===== src/rtl/wvar_bank_pkg.sv =====
// Package: wvar_bank_pkg
// Shared definitions for the SHA-2 working-variable bank.
//  - Word-width / round-count presets for the SHA-256 and SHA-512 families
//  - Standard initial hash values for SHA-256, SHA-224 and SHA-512
//  - FSM state encoding used by wvar_bank
// Optional feature macro used by files importing this package: WVAR_PROTO_CHK_EN
package wvar_bank_pkg;

    localparam int SHA256_W      = 32;
    localparam int SHA256_ROUNDS = 64;
    localparam int SHA512_W      = 64;
    localparam int SHA512_ROUNDS = 80;

    // H0 occupies the most significant word in every constant below.
    localparam logic [255:0] SHA256_IV = {
        32'h6a09e667, 32'hbb67ae85, 32'h3c6ef372, 32'ha54ff53a,
        32'h510e527f, 32'h9b05688c, 32'h1f83d9ab, 32'h5be0cd19
    };

    localparam logic [255:0] SHA224_IV = {
        32'hc1059ed8, 32'h367cd507, 32'h3070dd17, 32'hf70e5939,
        32'hffc00b31, 32'h68581511, 32'h64f98fa7, 32'hbefa4fa4
    };

    localparam logic [511:0] SHA512_IV = {
        64'h6a09e667f3bcc908, 64'hbb67ae8584caa73b,
        64'h3c6ef372fe94f82b, 64'ha54ff53a5f1d36f1,
        64'h510e527fade682d1, 64'h9b05688c2b3e6c1f,
        64'h1f83d9abfb41bd6b, 64'h5be0cd19137e2179
    };

    typedef enum logic [1:0] {
        ST_IDLE = 2'd0,
        ST_RUN  = 2'd1,
        ST_FOLD = 2'd2
    } state_t;

endpackage


===== src/rtl/wvar_bank_if.sv =====
// Interface: wvar_bank_if
// Bundles the control/data signals between the round logic (master) and the
// working-variable bank (slave).
//  master -> slave : init, start, rnd_vld, new_a, new_e, iv
//  slave -> master : wv, rnd_idx, busy, digest, dig_vld, err (err only when
//                    WVAR_PROTO_CHK_EN is defined)
interface wvar_bank_if #(
    parameter int W     = 32,
    parameter int CNT_W = 6
);
    logic             init;
    logic             start;
    logic             rnd_vld;
    logic [W-1:0]     new_a;
    logic [W-1:0]     new_e;
    logic [8*W-1:0]   iv;
    logic [8*W-1:0]   wv;
    logic [CNT_W-1:0] rnd_idx;
    logic             busy;
    logic [8*W-1:0]   digest;
    logic             dig_vld;
`ifdef WVAR_PROTO_CHK_EN
    logic             err;

    modport master (
        output init, start, rnd_vld, new_a, new_e, iv,
        input  wv, rnd_idx, busy, digest, dig_vld, err
    );
    modport slave (
        input  init, start, rnd_vld, new_a, new_e, iv,
        output wv, rnd_idx, busy, digest, dig_vld, err
    );
`else
    modport master (
        output init, start, rnd_vld, new_a, new_e, iv,
        input  wv, rnd_idx, busy, digest, dig_vld
    );
    modport slave (
        input  init, start, rnd_vld, new_a, new_e, iv,
        output wv, rnd_idx, busy, digest, dig_vld
    );
`endif
endinterface


===== src/rtl/wvar_add.sv =====
// Module: wvar_add
// W-bit modular adder used to fold the working variables into the chaining
// hash. The carry out is intentionally dropped (arithmetic mod 2^W).
//  a, b : W-bit operands
//  sum  : (a + b) mod 2^W
module wvar_add #(
    parameter int W = 32
) (
    input  logic [W-1:0] a,
    input  logic [W-1:0] b,
    output logic [W-1:0] sum
);
    assign sum = a + b;
endmodule


===== src/rtl/wvar_bank.sv =====
// Module: wvar_bank
// Working-variable bank for the SHA-2 compression function. Holds a..h and
// the chaining hash H0..H7, shifts in one round result per rnd_vld and folds
// a..h into H once ROUNDS rounds have been consumed. H survives across blocks
// until the next accepted init, so multi-block messages chain naturally.
// Ports:
//  clk   : clock, rising edge
//  rst_n : asynchronous active-low reset
//  bus   : wvar_bank_if slave modport (init/start/rnd_vld/new_a/new_e/iv in;
//          wv/rnd_idx/busy/digest/dig_vld out, plus err with WVAR_PROTO_CHK_EN)
// Optional feature: WVAR_PROTO_CHK_EN adds a sticky protocol-violation flag.
module wvar_bank
    import wvar_bank_pkg::*;
#(
    parameter int W      = 32,
    parameter int ROUNDS = 64,
    parameter int CNT_W  = $clog2(ROUNDS)
) (
    input  logic       clk,
    input  logic       rst_n,
    wvar_bank_if.slave bus
);
    localparam logic [CNT_W-1:0] LAST_IDX = CNT_W'(ROUNDS - 1);

    state_t           state_reg, state_next;
    logic [W-1:0]     var_reg [8];    // index 0 = a ... 7 = h
    logic [W-1:0]     h_reg   [8];    // index 0 = H0 ... 7 = H7
    logic [W-1:0]     sum     [8];
    logic [W-1:0]     iv_w    [8];
    logic [CNT_W-1:0] idx_reg;
    logic             dig_vld_reg;

    logic acc_init, acc_start, do_shift, last_rnd, do_fold;

    // Word 0 always sits in the most significant slot of the packed buses.
    generate
        for (genvar gi = 0; gi < 8; gi++) begin : g_word
            assign iv_w[gi]                           = bus.iv[(8-gi)*W-1 -: W];
            assign bus.wv[(8-gi)*W-1 -: W]            = var_reg[gi];
            assign bus.digest[(8-gi)*W-1 -: W]        = h_reg[gi];
            wvar_add #(.W(W)) u_add (
                .a   (h_reg[gi]),
                .b   (var_reg[gi]),
                .sum (sum[gi])
            );
        end
    endgenerate

    assign bus.rnd_idx = idx_reg;
    assign bus.busy    = (state_reg != ST_IDLE);
    assign bus.dig_vld = dig_vld_reg;

    always_comb begin
        state_next = state_reg;
        acc_init   = 1'b0;
        acc_start  = 1'b0;
        do_shift   = 1'b0;
        last_rnd   = 1'b0;
        do_fold    = 1'b0;
        case (state_reg)
            ST_IDLE: begin
                acc_init  = bus.init;
                acc_start = bus.start;
                if (bus.start) state_next = ST_RUN;
            end
            ST_RUN: begin
                if (bus.rnd_vld) begin
                    do_shift = 1'b1;
                    if (idx_reg == LAST_IDX) begin
                        last_rnd   = 1'b1;
                        state_next = ST_FOLD;
                    end
                end
            end
            ST_FOLD: begin
                do_fold    = 1'b1;
                state_next = ST_IDLE;
            end
            default: state_next = ST_IDLE;
        endcase
    end

    always_ff @(posedge clk or negedge rst_n) begin
        if (!rst_n) begin
            state_reg   <= ST_IDLE;
            idx_reg     <= '0;
            dig_vld_reg <= 1'b0;
            for (int i = 0; i < 8; i++) begin
                var_reg[i] <= '0;
                h_reg[i]   <= '0;
            end
        end else begin
            state_reg <= state_next;

            if (acc_init || acc_start) dig_vld_reg <= 1'b0;

            if (acc_init) begin
                for (int i = 0; i < 8; i++) h_reg[i] <= iv_w[i];
            end

            // With init and start together the block starts from iv directly,
            // since h_reg does not hold iv until the next edge.
            if (acc_start) begin
                idx_reg <= '0;
                for (int i = 0; i < 8; i++)
                    var_reg[i] <= acc_init ? iv_w[i] : h_reg[i];
            end

            if (do_shift) begin
                var_reg[0] <= bus.new_a;
                var_reg[4] <= bus.new_e;
                for (int i = 1; i < 4; i++) begin
                    var_reg[i]   <= var_reg[i-1];
                    var_reg[i+4] <= var_reg[i+3];
                end
                idx_reg <= last_rnd ? '0 : idx_reg + 1'b1;
            end

            if (do_fold) begin
                for (int i = 0; i < 8; i++) h_reg[i] <= sum[i];
                dig_vld_reg <= 1'b1;
            end
        end
    end

`ifdef WVAR_PROTO_CHK_EN
    logic err_reg;
    logic viol;

    assign viol    = ((state_reg != ST_IDLE) && (bus.init || bus.start)) ||
                     ((state_reg != ST_RUN) && bus.rnd_vld);
    assign bus.err = err_reg;

    // A violation in the same cycle as an accepted init still leaves err set.
    always_ff @(posedge clk or negedge rst_n) begin
        if (!rst_n)        err_reg <= 1'b0;
        else if (viol)     err_reg <= 1'b1;
        else if (acc_init) err_reg <= 1'b0;
    end
`endif

endmodule


===== src/flat_wrapper.sv =====
// flat-port wrapper written by rule: the top's interface ports become plain ports
module wvar_bank_flat import wvar_bank_pkg::*;
#(
    parameter int W      = 32,
    parameter int ROUNDS = 64,
    parameter int CNT_W  = $clog2(ROUNDS)
)
  (clk, rst_n, bus_init, bus_start, bus_rnd_vld, bus_new_a, bus_new_e, bus_iv, bus_wv, bus_rnd_idx, bus_busy, bus_digest, bus_dig_vld);
  wvar_bank_if #(.W(W), .CNT_W(CNT_W)) bus_i ();
  input  logic clk;
  input  logic rst_n;
  input wire logic [$bits(bus_i.init)-1:0] bus_init;
  input wire logic [$bits(bus_i.start)-1:0] bus_start;
  input wire logic [$bits(bus_i.rnd_vld)-1:0] bus_rnd_vld;
  input wire logic [$bits(bus_i.new_a)-1:0] bus_new_a;
  input wire logic [$bits(bus_i.new_e)-1:0] bus_new_e;
  input wire logic [$bits(bus_i.iv)-1:0] bus_iv;
  output wire logic [$bits(bus_i.wv)-1:0] bus_wv;
  output wire logic [$bits(bus_i.rnd_idx)-1:0] bus_rnd_idx;
  output wire logic [$bits(bus_i.busy)-1:0] bus_busy;
  output wire logic [$bits(bus_i.digest)-1:0] bus_digest;
  output wire logic [$bits(bus_i.dig_vld)-1:0] bus_dig_vld;
  assign bus_i.init = bus_init;
  assign bus_i.start = bus_start;
  assign bus_i.rnd_vld = bus_rnd_vld;
  assign bus_i.new_a = bus_new_a;
  assign bus_i.new_e = bus_new_e;
  assign bus_i.iv = bus_iv;
  assign bus_wv = bus_i.wv;
  assign bus_rnd_idx = bus_i.rnd_idx;
  assign bus_busy = bus_i.busy;
  assign bus_digest = bus_i.digest;
  assign bus_dig_vld = bus_i.dig_vld;
  wvar_bank #(.W(W), .ROUNDS(ROUNDS), .CNT_W(CNT_W)) u_core (.clk(clk), .rst_n(rst_n), .bus(bus_i));
endmodule

===== config.mk =====
export PLATFORM = sky130hd
export DESIGN_NAME = wvar_bank_flat
export DESIGN_NICKNAME = d
export VERILOG_FILES = /design/src/rtl/wvar_bank_pkg.sv /design/src/rtl/wvar_bank_if.sv /design/src/rtl/wvar_add.sv /design/src/rtl/wvar_bank.sv /design/src/flat_wrapper.sv
export SDC_FILE = /design/constraint.sdc
export NUM_CORES = 2
export LEC_CHECK = 0
export BUFFER_PORTS_ARGS = -buffer_cell sky130_fd_sc_hd__buf_2
export CAP_MARGIN = 30
export CELL_PAD_IN_SITES_DETAIL_PLACEMENT = 1
export CELL_PAD_IN_SITES_GLOBAL_PLACEMENT = 2
export CORE_UTILIZATION = 25
export DETAILED_ROUTE_END_ITERATION = 8
export PLACE_DENSITY = 0.63
export RECOVER_POWER = 50
export SKIP_CTS_REPAIR_TIMING = 1
export SYNTH_ARGS = -nofsm -noshare
export SYNTH_HDL_FRONTEND = slang
export SYNTH_SLANG_ARGS = --single-unit

===== constraint.sdc =====
create_clock -name clk -period 5.9 [get_ports clk]
set_clock_uncertainty 0.15 [all_clocks]
set_input_delay 0.295 -clock clk [delete_from_list [all_inputs] [get_ports clk]]
set_output_delay 0.295 -clock clk [all_outputs]
set_load 0.005 [all_outputs]

==> results.json <==
{
  "synth.distinct_cells": 73,
  "finalMaxSlewViolations": 379,
  "relSlewSlack_pct": -133,
  "max_stage_delay_ns": 2.44,
  "cts_buffers": 74,
  "cts_buffer_depth": 3,
  "irDropWorstVdd_v": 0.000164,
  "fmax_mhz": 233,
  "syn_to_final_growth_pct": 34.7,
  "antenna_found_initial": 31,
  "cp_num_buf_inv": 3,
  "hold_viol": 0,
  "synth_compound_area_share_pct": 27.6,
  "tritoncts": "done",
  "nets": 5571,
  "fin_tns_setup_ns": 0,
  "path_cells": "dlygate4sd3_1 -> buf_8 -> clkbuf_2",
  "path_clk_slew_ns": 0.06,
  "finalNonFillerCells": 6937,
  "drt-pass1-iter-count": 6,
  "min_period_over_period_pct": 72.7,
  "grt_usage_pct": 25.0,
  "grt_pass1_vias": 36605,
  "status": "complete, but fails checks",
  "synthCells": 3877,
  "vias": 36811,
  "crit_type": "input port to asynchronous set/reset pin",
  "p_per_area_nw_per_um2": 279,
  "postRouteAntennaNets": 0,
  "rsz0062_at_grt": "false",
  "pre_cts_ws_ns": 2.13,
  "die_area_um2": 143000,
  "avgSynthCellArea_um2": 9.10,
  "cp_max_fo": 122,
  "grt_max_degree": 161,
  "power_frac_comb_pct": 31.1,
  "synth_flop_cell": "dfrtp_1",
  "stdcell_area_um2": 47500,
  "synth_top_family_by_area": "compound AO/OA/AOI/OAI gates",
  "ys_seq_elements": 521,
  "finalPower_mw": 13.3,
  "clkSinkCount": 521,
  "synth.top_cell.area_share_pct": 37.0,
  "yosys-top-cells-area": "dfrtp_1 37%, ha_1 8.8%, mux2i_1 6.6%",
  "synth-simple-area-share_pct": 11.5,
  "place_congestion": 0.885,
  "finalCriticalPeriod_ns": 4.29,
  "startpoint": "rst_n",
  "worstPathArrival_ns": 4.13,
  "grt_remaining_overflow": 0,
  "seq_power_share_pct": 33.2,
  "crit_family": "buffers and inverters",
  "p_leak_nw": 22.1,
  "p_int_mw": 8.50,
  "violations": "capacitance limit, slew limit",
  "placementRows": 137,
  "dp.cells": 6411,
  "synth-async-reset-ratio_pct": 100,
  "drtIter0Drc": 1927,
  "critPathSlowestCell": "clkbuf_2",
  "h-tree-depth": 3,
  "fillers": 16528,
  "power.switching_mw": 4.75,
  "coreArea_um2": 140000,
  "cp-start-kind": "input port",
  "grt_pass1_wl_mm": 263,
  "synth_top_area_cell": "dfrtp_1",
  "yosysWarnings": 0,
  "p_clk_share_pct": 35.7,
  "setup-violations-final": 0,
  "maxCapViolCount": 3,
  "cts-root-buf": "clkbuf_16",
  "synth_adder_area_share_pct": 9.29,
  "crit_required_ns": 5.74,
  "worst_slack_ns": 1.61,
  "initial_core_util_pct": 25.3,
  "rr_startpoint": "u_core.state_reg[1]",
  "tightest_slew_ns": 3.50,
  "endpoint_kind": "asynchronous set/reset pin",
  "hpwl_mm": 138,
  "clk-insertion-delay-late_ns": 0.68,
  "hp-class": "input port to asynchronous set/reset pin",
  "place_area_um2": 41600,
  "wirelength_mm": 186,
  "synth-xor-area-share_pct": 4.99,
  "wl_per_cell_um": 26.9,
  "ios": 845,
  "syn_nets": 4459,
  "remaining_drc_errors": 0,
  "synthMuxAreaShare_pct": 6.70,
  "fp.dieW_um": 378,
  "viasPerCell": 5.31,
  "swShare_pct": 35.8,
  "port_buffers": 844,
  "dieHeight_um": 378,
  "ys_seq_area_share_pct": 37.0,
  "drive_gt1_share_pct": 15.6,
  "synth_edf_count": 0,
  "syn-cell-area_um2": 35300
}
-- cell type report --
class,instances,area (µm²),area share (%)
well taps,1876,2350,4.94
clock buffers,109,2210,4.65
clock inverters,23,284,0.598
flip-flops and latches,521,13000,27.4
inverters,65,244,0.513
diodes,16,40.0,0.0843
repair buffers,1257,8140,17.1
multi-input cells,3070,21200,44.7
-- worst reg2reg max path, cell delays in order (launching register included) --
cell           delay (ns)
dfrtp_1              0.44
nor2_2               0.70
and2_1               0.32
nor2_4               0.05
buf_4                0.34
buf_12               0.36
a22oi_1              0.69
o21ai_0              0.14
dlygate4sd3_1        0.60
-- through the flow --
stage | hold slack [ns] | utilization, %
after global routing | 0.0735 | 34.0
final | 0.0574 | 34.0
after CTS | -0.543 | 31.5
after floorplan | -0.151 | -
after global placement | 0.180 | 29.7
after detailed placement | 0.198 | 29.7
-- metal layers --
layer  part of all wire, %  GRT usage (%)  vias up
met1                    42           30.2    18682
met4                   2.8           6.93       24
met5                 0.087              0        -
li1                      -              -    16829
met3                   6.4           7.23      237
met2                    49           42.8     1039
-- power groups by stage --
stage	logic [mW]	registers (mW)	clock network [mW]
after detailed placement	3.90	4.47	0
after CTS	3.93	4.41	4.87
after global placement	3.90	4.46	0
after floorplan	2.53	4.18	0
after global routing	4.56	4.43	4.96
final	4.12	4.40	4.73
-- cells in the final DEF (no fill, tap or decap), types with 13 or more instances in the layout --
cell / synthesis / layout
a31oi_1: 38 / 38
dlygate4sd3_1: 0 / 378
nand3_1: 49 / 49
nor3_1: 37 / 37
or3_1: 14 / 14
buf_2: 0 / 600
ha_1: 249 / 249
nor2b_1: 23 / 22
clkbuf_8: 0 / 14
clkinv_2: 0 / 13
dfrtp_1: 521 / 521
a211oi_1: 29 / 29
o31ai_1: 14 / 14
nand2b_1: 29 / 28
a21o_1: 135 / 135
a221o_1: 122 / 122
mux2i_1: 234 / 234
clkbuf_1: 194 / 257
o211ai_1: 36 / 36
xor2_1: 81 / 81
o21bai_1: 35 / 35
a21oi_1: 394 / 394
o21a_1: 32 / 32
a22oi_1: 190 / 190
nand4_1: 40 / 40
xnor2_1: 120 / 120
clkbuf_16: 0 / 78
and2_1: 17 / 16
nor2_1: 276 / 272
nand2_1: 323 / 321
o21ai_0: 331 / 331
diode_2: 0 / 16
buf_4: 0 / 21
and3_1: 45 / 45
inv_1: 65 / 65
-- cells by family after synthesis --
family | after synthesis
adders and majority gates | 257
xor gates and xnor gates | 201
muxes | 236
AOI/OAI and AO/OA | 1481
buffers and inverters | 286
DFF | 521
and+or+nand+nor | 895
-- Yosys cell counts, drive strengths merged, types with 8 or more instances --
master	instances
a211oi	29
a21boi	8
a21o	135
a21oi	396
a221o	122
a221oi	10
a22oi	190
a31oi	38
and2	17
and3	45
buf	27
clkbuf	194
dfrtp	521
fa	8
ha	249
inv	65
mux2i	234
nand2	323
nand2b	29
nand3	49
nand4	40
nor2	276
nor2b	23
nor3	37
nor4	10
o211ai	37
o21a	32
o21ai	336
o21bai	35
o22ai	10
o31ai	14
or3	14
xnor2	120
xor2	81
-- worst paths after layout --
kind | cells after the start | to | slack, ns
hold reg to reg | 2 | u_core.bus.dig_vld | 0.36
setup reg to reg | 8 | u_core.bus.wv[108] | 2.00
hold / removal | 2 | u_core.bus.wv[40] | 0.06
min in group clk | 5 | u_core.bus.digest[255] | 0.09
max in group clk | 8 | u_core.bus.wv[108] | 2.00
setup / recovery | 3 | u_core.bus.digest[229] | 1.61
Power figures use the tool's default switching activity.
